### src/rtl/serial_bit_collector_if.sv
// Bus between the switch/key front end and the pattern recognizer:
// raw board inputs in, sliding window and status out.
interface serial_bit_collector_if #(
   parameter int WIDTH = 8
);
   localparam int CW = $clog2(WIDTH + 1);

   // Strobe semantics: there is no ready. shift_pulse is high for exactly one
   // cycle, and in that cycle data_out/bit_count/data_valid already show the
   // new bit. A consumer samples whenever shift_pulse is high.
   logic             key_n;
   logic             bit_in;
   logic             clear;
   logic [WIDTH-1:0] data_out;
   logic [CW-1:0]    bit_count;
   logic             data_valid;
   logic             shift_pulse;
   logic [1:0]       dbg_state;

   modport master (
      output key_n, bit_in, clear,
      input  data_out, bit_count, data_valid, shift_pulse, dbg_state
   );

   modport slave (
      input  key_n, bit_in, clear,
      output data_out, bit_count, data_valid, shift_pulse, dbg_state
   );
endinterface

### src/rtl/serial_bit_collector.sv
// Debounced push-button sampler: each accepted press shifts the synchronized
// switch bit into a WIDTH-bit sliding window.
module serial_bit_collector #(
   parameter int WIDTH           = 8,
   parameter int DEBOUNCE_CYCLES = 250000
) (
   input logic                    clk,
   input logic                    reset_n,
   serial_bit_collector_if.slave  bus
);
   localparam int CW = $clog2(WIDTH + 1);
   localparam int DW = $clog2(DEBOUNCE_CYCLES + 1);

   typedef enum logic [1:0] {
      IDLE         = 2'd0,
      PRESS_WAIT   = 2'd1,
      PRESSED      = 2'd2,
      RELEASE_WAIT = 2'd3
   } state_t;

   logic             key_meta, key_sync;
   logic             bit_meta, bit_sync;
   state_t           state_q, state_d;
   logic [DW-1:0]    cnt_q, cnt_d;
   logic             shift_req;
   logic [WIDTH-1:0] data_q;
   logic [CW-1:0]    count_q;
   logic [CW-1:0]    count_inc;
   logic             valid_q;
   logic             pulse_q;

   // Key idles high, so its synchronizer resets high: no phantom press at reset.
   always_ff @(posedge clk or negedge reset_n) begin
      if (!reset_n) begin
         key_meta <= 1'b1;
         key_sync <= 1'b1;
         bit_meta <= 1'b0;
         bit_sync <= 1'b0;
      end else begin
         key_meta <= bus.key_n;
         key_sync <= key_meta;
         bit_meta <= bus.bit_in;
         bit_sync <= bit_meta;
      end
   end

   always_ff @(posedge clk or negedge reset_n) begin
      if (!reset_n) begin
         state_q <= IDLE;
         cnt_q   <= '0;
      end else begin
         state_q <= state_d;
         cnt_q   <= cnt_d;
      end
   end

   always_comb begin
      state_d   = state_q;
      cnt_d     = cnt_q;
      shift_req = 1'b0;
      case (state_q)
         IDLE: begin
            if (!key_sync) begin
               state_d = PRESS_WAIT;
               cnt_d   = DW'(1);
            end
         end
         PRESS_WAIT: begin
            if (key_sync) begin
               state_d = IDLE;
               cnt_d   = '0;
            end else if (cnt_q == DW'(DEBOUNCE_CYCLES)) begin
               state_d   = PRESSED;
               shift_req = 1'b1;
            end else begin
               cnt_d = cnt_q + 1'b1;
            end
         end
         PRESSED: begin
            if (key_sync) begin
               state_d = RELEASE_WAIT;
               cnt_d   = DW'(1);
            end
         end
         RELEASE_WAIT: begin
            // A low blip during release returns to PRESSED without shifting.
            if (!key_sync) begin
               state_d = PRESSED;
               cnt_d   = '0;
            end else if (cnt_q == DW'(DEBOUNCE_CYCLES)) begin
               state_d = IDLE;
            end else begin
               cnt_d = cnt_q + 1'b1;
            end
         end
         default: begin
            state_d = IDLE;
            cnt_d   = '0;
         end
      endcase
   end

   assign count_inc = (count_q == CW'(WIDTH)) ? count_q : count_q + 1'b1;

   // Clear has priority over a coincident shift and discards that bit.
   always_ff @(posedge clk or negedge reset_n) begin
      if (!reset_n) begin
         data_q  <= '0;
         count_q <= '0;
         valid_q <= 1'b0;
         pulse_q <= 1'b0;
      end else if (bus.clear) begin
         data_q  <= '0;
         count_q <= '0;
         valid_q <= 1'b0;
         pulse_q <= 1'b0;
      end else if (shift_req) begin
         data_q  <= {data_q[WIDTH-2:0], bit_sync};
         count_q <= count_inc;
         valid_q <= (count_inc == CW'(WIDTH));
         pulse_q <= 1'b1;
      end else begin
         pulse_q <= 1'b0;
      end
   end

   assign bus.data_out    = data_q;
   assign bus.bit_count   = count_q;
   assign bus.data_valid  = valid_q;
   assign bus.shift_pulse = pulse_q;
   assign bus.dbg_state   = state_q;
endmodule

### src/flat_wrapper.sv
// flat-port wrapper written by rule: the top's interface ports become plain ports
module serial_bit_collector_flat 
#(
   parameter int WIDTH           = 8,
   parameter int DEBOUNCE_CYCLES = 250000
)
  (clk, reset_n, bus_key_n, bus_bit_in, bus_clear, bus_data_out, bus_bit_count, bus_data_valid, bus_shift_pulse, bus_dbg_state);
  serial_bit_collector_if #(.WIDTH(WIDTH)) bus_i ();
  input logic clk;
  input logic reset_n;
  input wire logic [$bits(bus_i.key_n)-1:0] bus_key_n;
  input wire logic [$bits(bus_i.bit_in)-1:0] bus_bit_in;
  input wire logic [$bits(bus_i.clear)-1:0] bus_clear;
  output wire logic [$bits(bus_i.data_out)-1:0] bus_data_out;
  output wire logic [$bits(bus_i.bit_count)-1:0] bus_bit_count;
  output wire logic [$bits(bus_i.data_valid)-1:0] bus_data_valid;
  output wire logic [$bits(bus_i.shift_pulse)-1:0] bus_shift_pulse;
  output wire logic [$bits(bus_i.dbg_state)-1:0] bus_dbg_state;
  assign bus_i.key_n = bus_key_n;
  assign bus_i.bit_in = bus_bit_in;
  assign bus_i.clear = bus_clear;
  assign bus_data_out = bus_i.data_out;
  assign bus_bit_count = bus_i.bit_count;
  assign bus_data_valid = bus_i.data_valid;
  assign bus_shift_pulse = bus_i.shift_pulse;
  assign bus_dbg_state = bus_i.dbg_state;
  serial_bit_collector #(.WIDTH(WIDTH), .DEBOUNCE_CYCLES(DEBOUNCE_CYCLES)) u_core (.clk(clk), .reset_n(reset_n), .bus(bus_i));
endmodule
### config.mk
export PLATFORM = sky130hd
export DESIGN_NAME = serial_bit_collector_flat
export DESIGN_NICKNAME = d
export VERILOG_FILES = /design/src/rtl/serial_bit_collector_if.sv /design/src/rtl/serial_bit_collector.sv /design/src/flat_wrapper.sv
export SDC_FILE = /design/constraint.sdc
export NUM_CORES = 1
export LEC_CHECK = 0
export CAP_MARGIN = 0
export CORE_ASPECT_RATIO = 1.25
export CORE_MARGIN = 2
export CORE_UTILIZATION = 55
export DETAILED_ROUTE_END_ITERATION = 6
export PLACE_DENSITY = 0.86
export SYNTH_ARGS = -nofsm -noshare
export SYNTH_HDL_FRONTEND = slang
export SYNTH_SLANG_ARGS = --single-unit
### constraint.sdc
create_clock -name clk -period 2.1 [get_ports clk]
set_input_delay 0.42 -clock clk [delete_from_list [all_inputs] [get_ports clk]]
set_output_delay 0.42 -clock clk [all_outputs]
set_load 0.02 [all_outputs]
==> flow_summary.toml <==
[sta]
tightest_slew_ns = 0.844
maxSlewViolCount = 0
setup_slack_ns = 0.246
fin_crit_sh_pct = 88.3
rsz0062_at_grt = "false"
hold_viol = 0
fin_skew_ns = 0.00512
slew-limit-headroom_pct = 43.5
period_needed_ns = 1.85
holdWs_ns = 0.160
tns_ns = 0
setup_viol = 0
fmax_mhz = 539

[run]
drv_cap = 0

[logic_synthesis]
syn_area_mm2 = 0.00213
synth-seq-area-share_pct = 44.8
synth_cell_type_count = 52
ys.flop_type = "dfrtp_1"
yosys_warnings = 0
syn_avg_cell_area_um2 = 9.32
async_flop_share_pct = 100
synthCells = 228
syn_nets = 237
yosys_register_bits = 38
synth_edf_count = 0

[grt]
overflow = 0
grt_antenna_before_repair = 0
grt_pass1_wl_um = 7650
grt_max_degree = 39
grt_pass1_vias = 1640
gr-usage-all-layers_pct = 23.0

[power_and_ir_drop]
p_sw_uw = 338
switching_share_pct = 20.8
p_clk_share_pct = 47.7
intPower_mw = 1.28
power.density_mw_per_mm2 = 650
p_leak_nw = 1.01
power_mw = 1.62
ir_drop_v = 0.000533
p_seq_share_pct = 46.4
comb_power_share_pct = 5.9

[final_layout]
drive_gt1_share_pct = 12.0
area_growth_pct = 17.3
seq_area_um2 = 953
nFillCells = 279
final_net_count = 259
diodes = 0
mostFrequentLayoutCell = "dfrtp_1"
multiInputGateArea_mm2 = 0.00104
layout_common_cells = "dfrtp_1 (36), nand2_1 (19), clkdlybuf4s50_1 (19), a21oi_1 (18), o21ai_0 (18)"

[floorplan]
dieArea_mm2 = 0.00438
rows = 25
core-area_mm2 = 0.00375
initial_core_util_pct = 56.6
die_x_um = 59.6
die_height_um = 73.5
io-pin-count = 21

[min_path]
hp-class = "in -> async"

[worst_setup_path]
critPathLaunchType = "flip-flop"
slowest_delay_ns = 0.66
critical_path_required_ns = 1.68
crit_fanout = 9
cp_cell_sequence = "clkdlybuf4s50_1"
crit_buf_inv = 1
endpoint_kind = "primary output"
critical_path.top_delay_family = "buffers and inverters"
crit_type = "reg -> out"
crit_arrival_ns = 1.43
cp_slowest_cell = "clkdlybuf4s50_1"

[clock_network]
clkTransAtPathRegs_ns = 0.08
cts.path.max_buffers = 2
clk_latency_ns = 0.29
root_buffer = "clkbuf_8"
cts_htree_levels = 2
cts_sinks = 38
cts_hold_buf = 0
cts_buffers = 5
cts_tree = "yes"

[place]
dp_slack_ns = 0.151
place_congestion = 0.900
place_hpwl_um = 3030
io_buffers = 20

[detailed_routing]
drt_iter0_markers = 161
postRouteAntennaNets = 0
drcViolationCount = 0
routedWlPerCell_um = 15.2
wl_um = 4420
vias = 1807
drt_pre_antenna_iters = 4
vias_per_cell = 6.21

[run_status]
outcome = "finished clean"
## cells in the mapped netlist (all sizes together) (4+ instances only)
cell type  count  share of area (%)
nor2          12                2.1
o21ai         18                4.2
nand4         14                4.1
o22ai          4                1.2
nor4           4                1.9
nor3           4               0.94
nand3         10                2.6
dfrtp         36                 42
buf            6                2.4
a31oi          5                1.5
nand2         19                3.4
clkbuf         6                1.2
a21oi         18                4.2
ha             4                2.4
inv           14                2.5
## through the flow
step	utilization (%)	cells	area, um2
finish	66.4	291	2490
global route	66.4	291	2490
CTS	66.3	291	2490
detailed placement	62.5	283	2350
global placement	62.5	283	2350
floorplan	-	228	2130
## final timing paths
| check | start | to | slack (ns) | depth (start not counted) |
|---|---|---|---|---|
| min in group clk | u_core.key_meta | u_core.key_sync | 0.36 | 0 |
| worst min-delay path | reset_n | u_core.bus.bit_count[2] | 0.16 | 2 |
| max in group asynchronous | reset_n | u_core.key_sync | 1.57 | 2 |
| worst max register to register | u_core.cnt_q[0] | u_core.cnt_q[0] | 0.25 | 6 |
| worst min register to register | u_core.key_meta | u_core.key_sync | 0.36 | 0 |
| worst max-delay path | u_core.bus.dbg_state[0] | bus_dbg_state[0] | 0.25 | 1 |
## registers in the layout, indices dropped and copies added (netlist names), named ones only
signal and cells:
u_core.bit_meta 1, u_core.bit_sync 1, u_core.bus.bit_count 4, u_core.bus.data_out 8, u_core.bus.data_valid 1, u_core.bus.dbg_state 1
u_core.bus.shift_pulse 1, u_core.cnt_q 18, u_core.key_meta 1, u_core.key_sync 1
## area by class of cell
class / count / share of cell area (%)
clock inverters: 2 / 2.41
repair buffers: 28 / 10.2
clock buffers: 6 / 3.31
multi-input cells: 163 / 41.7
inverters: 14 / 2.11
flip-flops and latches: 38 / 38.2
well taps: 40 / 2.01
## logic make-up after synthesis
| logic type | count (synthesis) | share of synthesized area [%] |
|---|---|---|
| xor+xnor | 4 | 1.65 |
| flops | 38 | 44.8 |
| fa+ha+maj | 4 | 2.35 |
| mux | 4 | 2.00 |
| compound gates | 60 | 17.1 |
| simple gates | 91 | 25.5 |
| buf+inv | 27 | 6.47 |
## power by group through the flow
| stage | clock, mW | sequential (mW) | combinational (mW) |
|---|---|---|---|
| finish | 0.773 | 0.753 | 0.0959 |
| global route | 0.823 | 0.754 | 0.110 |
| CTS | 0.787 | 0.752 | 0.0960 |
| detailed placement | 0 | 0.766 | 0.0957 |
| global placement | 0 | 0.766 | 0.0943 |
| floorplan | 0 | 0.766 | 0.0569 |
## timing repair
action                     in CTS  in global routing
gates resized for setup         0                  1
setup endpoints to repair       0                  6
setup buffers                   0                  0
## metal layers
| metal | wire length (um) | track usage (%) | up-vias |
|---|---|---|---|
| met5 | 0 | 0 | - |
| met4 | 106 | 9.38 | 0 |
| met3 | 166 | 5.28 | 10 |
| met2 | 2200 | 37.6 | 47 |
| met1 | 1950 | 29.2 | 864 |
| li1 | - | - | 886 |
Power figures use the tool's default switching activity.
